--- config.mk ---
export PLATFORM = sky130hd
export DESIGN_NAME = ts_snap_arbiter
export DESIGN_NICKNAME = d
export VERILOG_FILES = /design/src/rtl/ts_snap_arbiter.sv
export SDC_FILE = /design/constraint.sdc
export NUM_CORES = 1
export LEC_CHECK = 0
export BUFFER_PORTS_ARGS = -buffer_cell sky130_fd_sc_hd__buf_2
export CAP_MARGIN = 40
export CORE_UTILIZATION = 30
export DETAILED_ROUTE_END_ITERATION = 7
export PLACE_DENSITY = 0.52
export SKIP_LAST_GASP = 1
export SYNTH_ARGS = -nofsm -noshare
export SYNTH_HDL_FRONTEND = slang
export SYNTH_SLANG_ARGS = --single-unit
--- constraint.sdc ---
create_clock -name mclk -period 9.26 [get_ports mclk]
set_clock_uncertainty 0.1 [all_clocks]
set_input_delay 1.852 -clock mclk [delete_from_list [all_inputs] [get_ports mclk]]
set_output_delay 1.852 -clock mclk [all_outputs]
set_load 0.02 [all_outputs]
--- src/rtl/ts_snap_arbiter.sv ---
// ts_snap_arbiter: captures per-channel RTC snapshots and serializes them
// round-robin as 7-byte timestamps on a shared byte stream.
module ts_snap_arbiter #(
    parameter int NUM_CHN  = 4,
    parameter int TS_BYTES = 7
) (
    input  logic                       mclk,
    input  logic                       rst,
    input  logic [31:0]                live_sec,
    input  logic [19:0]                live_usec,
    input  logic [NUM_CHN-1:0]         snap_req,
    input  logic [NUM_CHN-1:0]         overrun_clr,
    output logic [NUM_CHN-1:0]         busy,
    output logic [NUM_CHN-1:0]         overrun,
    output logic                       ts_stb,
    output logic                       ts_valid,
    output logic [7:0]                 ts_data,
    output logic [$clog2(NUM_CHN)-1:0] ts_chn
);
    localparam int CW = $clog2(NUM_CHN);
    typedef enum logic {IDLE, SEND} state_t;
    state_t state, state_nx;
    logic [2:0] cnt, cnt_nx;
    logic [CW-1:0] grant, grant_nx, last_grant, last_grant_nx, pick, chn_nx;
    logic [NUM_CHN-1:0] pending, pending_nx, overrun_nx, fin, free;
    logic [51:0] hold [NUM_CHN];
    logic stb_nx, valid_nx, done;
    logic [7:0] data_nx;

    function automatic logic [7:0] ts_byte(input logic [51:0] h, input logic [2:0] n);
        logic [55:0] ser;
        ser = {4'b0, h[19:0], h[51:20]};
        return ser[{n, 3'b0} +: 8];
    endfunction

    // scan downward so the channel closest after last_grant wins
    always_comb begin
        pick = last_grant;
        for (int k = NUM_CHN; k >= 1; k--)
            if (pending[last_grant + CW'(k)]) pick = last_grant + CW'(k);
    end

    always_comb begin
        state_nx      = state;
        cnt_nx        = cnt;
        grant_nx      = grant;
        last_grant_nx = last_grant;
        stb_nx        = 1'b0;
        valid_nx      = 1'b0;
        data_nx       = 8'h00;
        chn_nx        = '0;
        done          = 1'b0;
        if (state == IDLE) begin
            if (|pending) begin
                state_nx = SEND;
                grant_nx = pick;
                cnt_nx   = 3'd0;
                stb_nx   = 1'b1;
                valid_nx = 1'b1;
                data_nx  = ts_byte(hold[pick], 3'd0);
                chn_nx   = pick;
            end
        end else if (cnt == 3'(TS_BYTES - 1)) begin
            done          = 1'b1;
            state_nx      = IDLE;
            last_grant_nx = grant;
        end else begin
            cnt_nx   = cnt + 3'd1;
            valid_nx = 1'b1;
            data_nx  = ts_byte(hold[grant], cnt + 3'd1);
            chn_nx   = grant;
        end
    end

    // a channel finishing its last byte may accept a fresh capture
    assign fin        = done ? NUM_CHN'(1) << grant : '0;
    assign free       = ~pending | fin;
    assign pending_nx = (snap_req & free) | (pending & ~fin);
    assign overrun_nx = (snap_req & ~free) | (overrun & ~overrun_clr);
    assign busy       = pending;

    always_ff @(posedge mclk or posedge rst) begin
        if (rst) begin
            state      <= IDLE;
            cnt        <= 3'd0;
            grant      <= '0;
            last_grant <= CW'(NUM_CHN - 1);
            pending    <= '0;
            overrun    <= '0;
            ts_stb     <= 1'b0;
            ts_valid   <= 1'b0;
            ts_data    <= 8'h00;
            ts_chn     <= '0;
        end else begin
            state      <= state_nx;
            cnt        <= cnt_nx;
            grant      <= grant_nx;
            last_grant <= last_grant_nx;
            pending    <= pending_nx;
            overrun    <= overrun_nx;
            ts_stb     <= stb_nx;
            ts_valid   <= valid_nx;
            ts_data    <= data_nx;
            ts_chn     <= chn_nx;
        end
    end

    always_ff @(posedge mclk) begin
        for (int i = 0; i < NUM_CHN; i++)
            if (snap_req[i] && free[i]) hold[i] <= {live_sec, live_usec};
    end
endmodule

Word level (Yosys, flattened, before mapping)
Memory sizes are Yosys's and may differ from the RTL's.
Cells that the tools add are included.
- eq/ne operators: 2
- $lt $le $gt $ge: 3
- bitwise gates (word level): 12
- reduce and logical (&&, ||, !) cells: 9
- add/sub/neg operators: 4
- multiplexer cells: 33
- shift-type cells: 2
- operators with widths (cell ; number):
    $shiftx A56 B7 Y8 ; 1
    $mux W8 ; 3
    $mux W1 ; 17
    $and A4 B4 Y4 ; 4
    $not A4 Y4 ; 4
    $mux W2 ; 6
    $or A4 B4 Y4 ; 3
    $lt A2 B3 Y1 const B ; 3
    $mux W3 ; 3
    $bmux W1 S2 ; 3
    $reduce_and A2 Y1 ; 3
    $add A2 B2 Y2 const B ; 2
    $logic_and A1 B1 Y1 ; 4
    $mux W4 ; 1
    $reduce_or A4 Y1 ; 1
    $shl A1 B2 Y4 const A ; 1
    $add A3 B1 Y3 const B ; 1
    $eq A3 B3 Y1 const B ; 1
    $add A2 B1 Y2 const B ; 1
    $ne A2 B2 Y1 const B ; 1
    $reduce_bool A2 Y1 ; 1
    $not A1 Y1 ; 1
- logic and storage cells: 75
- memory bits (writable): 208
- bits in registers: 27
- memories: 1
- memories (name ; words ; width ; rd ports ; clocked after Yosys merged registers in ; wr ports ; line ; text):
    hold ; 4 ; 52 ; 2 ; 0 ; 4 ; 26 ; logic [51:0] hold [NUM_CHN];

Depth between registers and ports, before layout
Gate-level depths: netlist of run 1.
An unclocked memory read counts as a cell.
- depth in word-level cells: 9
- mapped depth: 9

Worst setup path before layout of run 1
OpenSTA, ideal clock, no wires.
- kind: input -> register
- from: in snap_req[2]
- to: mem hold[2][0] (enable)
- data arrival time: 4.441 ns
- data required time: 8.681 ns
- path buffers: 0
- stages: 2
- slack: 4.240 ns
- path through: inv_1 -> a21oi_1
- RTL lines (element ; line ; text):
    from (decl) ; 11 ; input logic [NUM_CHN-1:0] snap_req,
    to (decl) ; 26 ;

Final worst setup path of run 1
- from: reg cnt[0]
- to: reg ts_data[6]
- word-level cells in the longest chain between the ends: 4
- elaborated cells between the ends (all ways): 5
- ends and longest elaborated chain (element ; line ; text):
    from (decl) ; 23 ; logic [2:0] cnt, cnt_nx;
    from (signal assigned) ; 96 ; cnt <= cnt_nx;
    $add A3 B1 Y3 ; 70 ; data_nx = ts_byte(hold[grant], cnt + 3'd1);
    $shiftx A56 B7 Y8 ; 33 ; return ser[{n, 3'b0} +: 8];
    $mux W8 (*) ; 63 ; end else if (cnt == 3'(TS_BYTES - 1)) begin
    $mux W8 (*) ; 53 ; if (state == IDLE) begin
    named net data_nx[6] ; 28 ; logic [7:0] data_nx;
    to (signal assigned) ; 103 ; ts_data <= data_nx;
    to (decl) ; 17 ; output logic [7:0] ts_data,
Mark *: on every way through the listed nets, which the timed path passes. The rest lies on a longest branch.
A chain may end at the register's enable or synchronous reset.

==> results.md, run 1 <==
| Quantity | Value | Unit |
| --- | --- | --- |
| Clock network power share | 44.5 | % |
| Area of the placeable core | 0.0308 | mm2 |
| IR Drop Worst-Case VDD | 0.117 | mV |
| Die Width | 180 | um |
| Count of max-cap constraint violations | 0 | - |
| Final cell count without fillers | 1034 | - |
| Number of enable flip-flop cells after synthesis | 208 | - |
| Category of the most critical setup path | reg2reg | - |
| Worst hold stages | 2 | - |
| Number of buffers created by CTS | 26 | - |
| Total Routing Usage GR | 13.6 | % |
| Violations in the final reports | DRC | - |
| Part of the Yosys area used for sequential elements | 73.0 | % |
| Global-route wire length before repair | 33300 | um |
| CP max stage cell | sky130_fd_sc_hd__ha_1 | - |
| Total instance count after detailed placement | 988 | - |
| Routed WL per cell | 21.2 | um |
| Minimum hold slack | 0.434 | ns |
| Signal arrival time at the worst endpoint | 3.77 | ns |
| Worst relative slew slack | 36.3 | % |
| Routability Congestion | 0.798 | - |
| Antenna diode count | 0 | - |
| Number of stages on the worst setup path | 7 | - |
| Shortest clock period the worst path allows after layout | 3.45 | ns |
| Number of filler cells placed in the layout | 2843 | - |
| Result of the run | finished with violations | - |
| Sum of negative setup slack | 0 | ns |
| Crit-path leading delay family | adder cells | - |
| Detailed Place HPWL | 14300 | um |
| Top achievable clock speed | 290 | MHz |
| P&R area growth vs syn | 18.5 | % |
| Clock sink total | 235 | - |
| Clock transition at path regs | 0.06 | ns |
| Fraction of layout cells with a size suffix above 1 | 31.8 | % |
| Total nets after synthesis | 591 | - |
| Critical Path Fanout Max | 24 | - |
| Post-synthesis cell area | 0.00949 | mm2 |
| H-tree depth reported by CTS | 1 | - |
| Area taken by multi-input logic gates | 0.00235 | mm2 |
| Count of input and output buffers | 81 | - |
| Via count of the first global-routing pass | 5370 | - |
| Buffers inserted during post-CTS setup optimization | 0 | - |
| Net Sw Frac | 19.1 | % |
| Max stage delay on crit path | 0.99 | ns |
| Number of warnings reported in the yosys synthesis log | 0 | - |
| Bufs on Longest Clock Path | 3 | - |
| Number of synthesized register bits | 235 | - |
| Clock Tree Root | sky130_fd_sc_hd__clkbuf_16 | - |
| Layout net count | 684 | - |
| Largest net degree at the start of global routing | 53 | - |
| Kind of path behind the tightest hold check | reg2reg | - |
| Worst R2R Path Depth | 7 | - |
| TritonRoute pass-1 iters | 7 | - |
| Logic pwr share | 2.0 | % |
| Post-detailed-route count of antenna-violating nets | 0 | - |
| Final cycle utilization of the critical path | 37.3 | % |
| Synth Area per Inst | 18.0 | um2 |
| Resize count post-CTS | 0 | - |
| Initial core utilization | 30.8 | % |
| Post-route core utilization | 36.4 | % |
| Kind of capture point of the worst setup path | register | - |
| Sequential Power Share | 53.5 | % |
| CTS tree | yes | - |
| CTS hold repair buffers | 0 | - |
| Worst-Margin Slew | 0.956 | ns |
| Via count | 5178 | - |
| Number of distinct library cells after synthesis | 44 | - |
| Starting DRT DRC Count | 364 | - |
| I/O pin count | 82 | - |
| Post-Route WL | 22000 | um |
| Die Y-Extent | 180 | um |
| Final setup violation count | 0 | - |
| Chain of cells forming the critical path | clkinv_1 -> ha_1 -> inv_1 -> or2_2 -> o22ai_1 -> o21ai_0 -> o31ai_1 | - |
| Number of antenna violations at the first check in global routing | 0 | - |
| Count of pins over their slew limit | 0 | - |
| Post-synthesis instance total | 527 | - |
| Number of placement rows | 64 | - |
| RSZ-0062 raised after global routing | no | - |
| Floorplan die area | 0.0323 | mm2 |
| Worst-Skew Late Latency | 0.52 | ns |
| Power Internal | 1.77 | mW |
| Required @ worst endpoint | 9.58 | ns |
| GRT Residual Overflow | 0 | - |
| NetSw | 418 | uW |
| Cell area power density | 194 | mW/mm2 |
| Sort of element at the start of the critical path | register | - |
| DRC Markers | 6 | - |
| Vias per cell | 5.01 | - |
| Register Area | 0.00693 | mm2 |
| Most common flop cell mapped by yosys | sky130_fd_sc_hd__edfxtp_1 | - |
| Final hold viol count | 0 | - |
| Leakage | 3.93 | nW |
| Share of synthesized registers carrying an async set or reset | 11.5 | % |
| Worst path buffer plus inverter count | 2 | - |
routing by layer:
layer  global-route usage, %  vias up  wire [um]
met2                    21.5      178      10200
met5                       0        -          0
li1                        -     2311          -
met1                    18.7     2663       9930
met4                    4.10        0        372
met3                    2.86       26       1490
worst register-to-register path, cell delays in order (launching register included):
cell and delay (ns):
sky130_fd_sc_hd__dfrtp_1 0.62, sky130_fd_sc_hd__clkinv_1 0.84, sky130_fd_sc_hd__ha_1 1.00, sky130_fd_sc_hd__inv_1 0.07
sky130_fd_sc_hd__or2_2 0.35, sky130_fd_sc_hd__o22ai_1 0.16, sky130_fd_sc_hd__o21ai_0 0.10, sky130_fd_sc_hd__o31ai_1 0.12
state kept, by name, summed over array words and instances (netlist names):
name / flops
cnt: 3
ts_chn: 2
state: 1
ts_data: 8
ts_stb: 1
busy: 4
last_grant: 2
overrun: 4
grant: 2
hold: 208
final cells by class:
| class | count | area share, % |
|---|---|---|
| clock inverters | 12 | 0.935 |
| well taps | 396 | 4.41 |
| repair buffers | 94 | 5.40 |
| multi-input cells | 249 | 20.9 |
| flip-flops and latches | 235 | 61.6 |
| inverters | 14 | 0.468 |
| clock buffers | 34 | 6.25 |
synth_stat cells (all sizes together) (9+ instances only):
master  number  share of area (%)
edfxtp     208                 66
mux4        44                 10
nand2       44                1.7
dfrtp       25                6.6
a211oi      20                1.6
buf         20                1.5
mux2        16                1.9
nor3        15               0.79
o21ai       15               0.79
o22ai       15               0.99
a21oi       14               0.82
inv         13               0.51
clkbuf       9               0.36
power groups by stage:
stage,clock (mW),sequential (mW),combinational (mW)
6_report,0.973,1.17,0.0427
5_1_grt,1.04,1.17,0.0472
4_1_cts,0.997,1.17,0.0442
3_5_place_dp,0,1.19,0.0441
3_3_place_gp,0,1.19,0.0401
2_1_floorplan,0,1.19,0.0104
kinds of logic after synthesis:
kind of cell | share of synthesized area [%]
AO/OA/AOI/OAI | 6.24
multiplexers | 12.9
adder cells (fa/ha/maj) | 0.264
flip-flops | 73.0
AND/OR/NAND/NOR | 5.05
buffers and inverters | 2.45
XOR/XNOR | 0.0923
stage by stage:
stage / instance area (um2) / setup slack (ns) / power [mW]
2_1_floorplan: 9490 / 4.24 / 1.20
3_3_place_gp: 10300 / 5.87 / 1.23
3_5_place_dp: 10400 / 5.84 / 1.24
4_1_cts: 11200 / 5.80 / 2.21
5_1_grt: 11200 / 5.52 / 2.26
6_report: 11200 / 5.81 / 2.19
final timing paths:
check	start	endpoint	slack [ns]
hold / removal	overrun[0]	overrun[0]	0.43
setup / recovery	cnt[0]	ts_data[6]	5.81
hold reg to reg	overrun[0]	overrun[0]	0.43
min in group asynchronous	rst	ts_data[3]	1.31
max in group asynchronous	rst	last_grant[1]	7.13
setup reg to reg	cnt[0]	ts_data[6]	5.81
cell usage in the layout, fill, tap and decap left out, types with 5 or more instances in the layout:
cell / instances
sky130_fd_sc_hd__o32ai_1: 7
sky130_fd_sc_hd__inv_1: 12
sky130_fd_sc_hd__buf_4: 6
sky130_fd_sc_hd__nand2_1: 44
sky130_fd_sc_hd__nand2b_1: 5
sky130_fd_sc_hd__clkbuf_16: 27
sky130_fd_sc_hd__mux2_2: 15
sky130_fd_sc_hd__buf_2: 81
sky130_fd_sc_hd__o22ai_1: 15
sky130_fd_sc_hd__edfxtp_1: 208
sky130_fd_sc_hd__clkbuf_1: 7
sky130_fd_sc_hd__o21ai_0: 12
sky130_fd_sc_hd__nor2b_1: 5
sky130_fd_sc_hd__a211oi_1: 20
sky130_fd_sc_hd__mux2i_1: 5
sky130_fd_sc_hd__a21oi_1: 11
sky130_fd_sc_hd__nor4b_1: 8
sky130_fd_sc_hd__clkinv_1: 7
sky130_fd_sc_hd__mux4_2: 44
sky130_fd_sc_hd__dfrtp_1: 23
sky130_fd_sc_hd__nor3_1: 15
No activity file was read; power rests on OpenSTA's default activity.
==> run 2: changes to the inputs <==
- PLACE_DENSITY: 0.52 -> 0.53
- clock period: 9.26 -> 3.1 ns (I/O delays scaled with it)
==> run 2 against run 1 <==
Net effect: the run still ends with DRC left; power rose to 2.9 times the previous value; combinational power rose to 3.0 times the previous value; final cell count grew 0.29%; critical path depth is 1 lower; largest cell class unchanged; sequential power rose to 3.0 times the previous value; register-to-register slack worse by 5.4 ns; critical path type unchanged; routed wire length is 3.2% lower; highest routed layer is now met5.
==> results.md, run 2 (synthesized netlist as in run 1, its figures left out) <==
| Quantity | Value | Unit |
| --- | --- | --- |
| Bufs on Longest Clock Path | 3 | - |
| Total instance count after detailed placement | 993 | - |
| Power Internal | 5.09 | mW |
| Initial core utilization | 30.8 | % |
| Minimum hold slack | 0.0467 | ns |
| Top library cells by usage in the layout, fill and taps aside | 208 x sky130_fd_sc_hd__edfxtp_1, 81 x sky130_fd_sc_hd__buf_2, 44 x sky130_fd_sc_hd__nand2_1, 44 x sky130_fd_sc_hd__mux4_2, 25 x sky130_fd_sc_hd__clkbuf_16 | - |
| Worst path buffer plus inverter count | 1 | - |
| RSZ-0062 raised after global routing | no | - |
| Resize count post-CTS | 0 | - |
| Final cycle utilization of the critical path | 86.8 | % |
| Register bank with the most flops | hold | - |
| Post-route setup slack | 0.409 | ns |
| Shortest clock period the worst path allows after layout | 2.69 | ns |
| Most frequent standard cell in the layout excluding fill and tap cells | sky130_fd_sc_hd__edfxtp_1 | - |
| Net Sw Frac | 19.8 | % |
| Post-Route WL | 21300 | um |
| Cell area power density | 567 | mW/mm2 |
| Required @ worst endpoint | 3.37 | ns |
| Clock network power share | 43.0 | % |
| Via count of the first global-routing pass | 5429 | - |
| Largest net degree at the start of global routing | 53 | - |
| I/O pin count | 82 | - |
| Number of antenna violations at the first check in global routing | 3 | - |
| Clock Tree Root | sky130_fd_sc_hd__clkbuf_16 | - |
| Final setup violation count | 0 | - |
| Violations in the final reports | DRC | - |
| Area of the placeable core | 0.0308 | mm2 |
| Sort of element at the start of the critical path | register | - |
| Chain of cells forming the critical path | nand2b_1 -> nor2_2 -> or3_1 -> buf_4 -> a211oi_1 -> o31ai_1 | - |
| Buffers inserted during post-CTS setup optimization | 0 | - |
| Max stage delay on crit path | 0.54 | ns |
| Post-detailed-route count of antenna-violating nets | 0 | - |
| Count of input and output buffers | 81 | - |
| H-tree depth reported by CTS | 1 | - |
| Count of pins over their slew limit | 0 | - |
| Routed WL per cell | 20.5 | um |
| Biggest registers after layout | hold (208), ts_data (8) | - |
| Clock transition at path regs | 0.06 | ns |
| CTS tree | yes | - |
| Die Width | 180 | um |
| Count of max-cap constraint violations | 0 | - |
| CTS hold repair buffers | 0 | - |
| Crit-path leading delay family | simple AND/OR/NAND/NOR gates | - |
| Max reg flops | 208 | - |
| Worst relative slew slack | 52.2 | % |
| DRC Markers | 9 | - |
| Final hold viol count | 0 | - |
| Global-route wire length before repair | 32700 | um |
| Worst-Margin Slew | 0.717 | ns |
| Total Routing Usage GR | 13.2 | % |
| Signal arrival time at the worst endpoint | 2.96 | ns |
| Vias per cell | 4.94 | - |
| Logic pwr share | 2.0 | % |
| Number of buffers created by CTS | 25 | - |
| Via count | 5127 | - |
| Routability Congestion | 0.789 | - |
| Detailed Place HPWL | 13500 | um |
| TritonRoute pass-1 iters | 7 | - |
| Result of the run | finished with violations | - |
| Layout net count | 688 | - |
| Kind of capture point of the worst setup path | register | - |
| IR Drop Worst-Case VDD | 0.424 | mV |
| P&R area growth vs syn | 18.0 | % |
| GRT Residual Overflow | 0 | - |
| CP max stage cell | sky130_fd_sc_hd__or3_1 | - |
| Sum of negative setup slack | 0 | ns |
| Kind of path behind the tightest hold check | in2async | - |
| Fraction of layout cells with a size suffix above 1 | 33.4 | % |
| Worst-Skew Late Latency | 0.52 | ns |
| Category of the most critical setup path | reg2reg | - |
| Number of placement rows | 64 | - |
| NetSw | 1.26 | mW |
| Clock sink total | 235 | - |
| Leakage | 3.92 | nW |
| Top achievable clock speed | 372 | MHz |
| Final cell count without fillers | 1037 | - |
| Cell area after layout | 0.0112 | mm2 |
| Number of filler cells placed in the layout | 2860 | - |
| Die Y-Extent | 180 | um |
| Critical Path Fanout Max | 12 | - |
| Post-detailed-placement cell area | 0.0104 | mm2 |
| Post-Place Worst Slack | 0.434 | ns |
| Sequential Power Share | 55.0 | % |
| Antenna diode count | 0 | - |
| Starting DRT DRC Count | 449 | - |
| Floorplan die area | 0.0323 | mm2 |
run 2: cell types whose count changed in the layout (fill, tap and decap cells not counted), moves of 3 or more:
cell | previous run | this run
sky130_fd_sc_hd__and2_2 | 0 | 3
sky130_fd_sc_hd__and2_4 | 3 | 0
sky130_fd_sc_hd__buf_12 | 1 | 6
sky130_fd_sc_hd__buf_16 | 4 | 0
sky130_fd_sc_hd__buf_4 | 6 | 12
sky130_fd_sc_hd__clkbuf_1 | 7 | 1
sky130_fd_sc_hd__clkinv_2 | 3 | 7
sky130_fd_sc_hd__clkinvlp_4 | 1 | 4
run 2: tightest hold or removal path: cells and delay by family:
family / cells / cell delay [ns]
buffers and inverters: 3 / 0.46
run 2: per-layer routing:
layer | vias to the layer above | part of all wire [%] | track usage [%]
met1 | 2595 | 43 | 17.4
met5 | - | 0.15 | 0
met2 | 167 | 49 | 22.0
li1 | 2324 | - | -
met3 | 35 | 6.4 | 2.59
met4 | 6 | 1.8 | 3.79
run 2: per-stage QoR:
| stage | util, % | power (mW) |
|---|---|---|
| 2_1_floorplan | - | 3.60 |
| 3_3_place_gp | 33.8 | 3.68 |
| 3_5_place_dp | 33.8 | 3.69 |
| 4_1_cts | 36.3 | 6.43 |
| 5_1_grt | 36.3 | 6.55 |
| 6_report | 36.3 | 6.35 |
run 2: layout make-up:
type / instances / area (um2) / share of cell area [%]
Clock buffer: 26 / 629 / 5.62
Tap cell: 396 / 495 / 4.43
Multi-Input combinational cell: 249 / 2340 / 21.0
Clock inverter: 18 / 128 / 1.14
Sequential cell: 235 / 6930 / 61.9
Inverter: 14 / 52.6 / 0.470
Timing Repair Buffer: 99 / 616 / 5.50
run 2: worst paths after layout:
check                                     from            end  slack, ns  cells after the start
worst max-delay path                   busy[1]     ts_data[6]       0.41                      6
worst min-delay path                       rst     ts_data[1]       0.05                      3
worst max register to register         busy[1]     ts_data[6]       0.41                      6
worst min register to register   last_grant[0]  last_grant[0]       0.42                      2
max in group asynchronous                  rst  last_grant[0]       2.53                      3
min in group mclk               overrun_clr[1]     overrun[1]       0.18                      2
run 2: power by group through the flow:
stage	Clock (mW)	Sequential [mW]	Combinational (mW)
final	2.73	3.49	0.126
after global routing	2.92	3.50	0.139
after CTS	2.81	3.49	0.129
after detailed placement	0	3.56	0.128
after global placement	0	3.56	0.122
after floorplan	0	3.56	0.0318
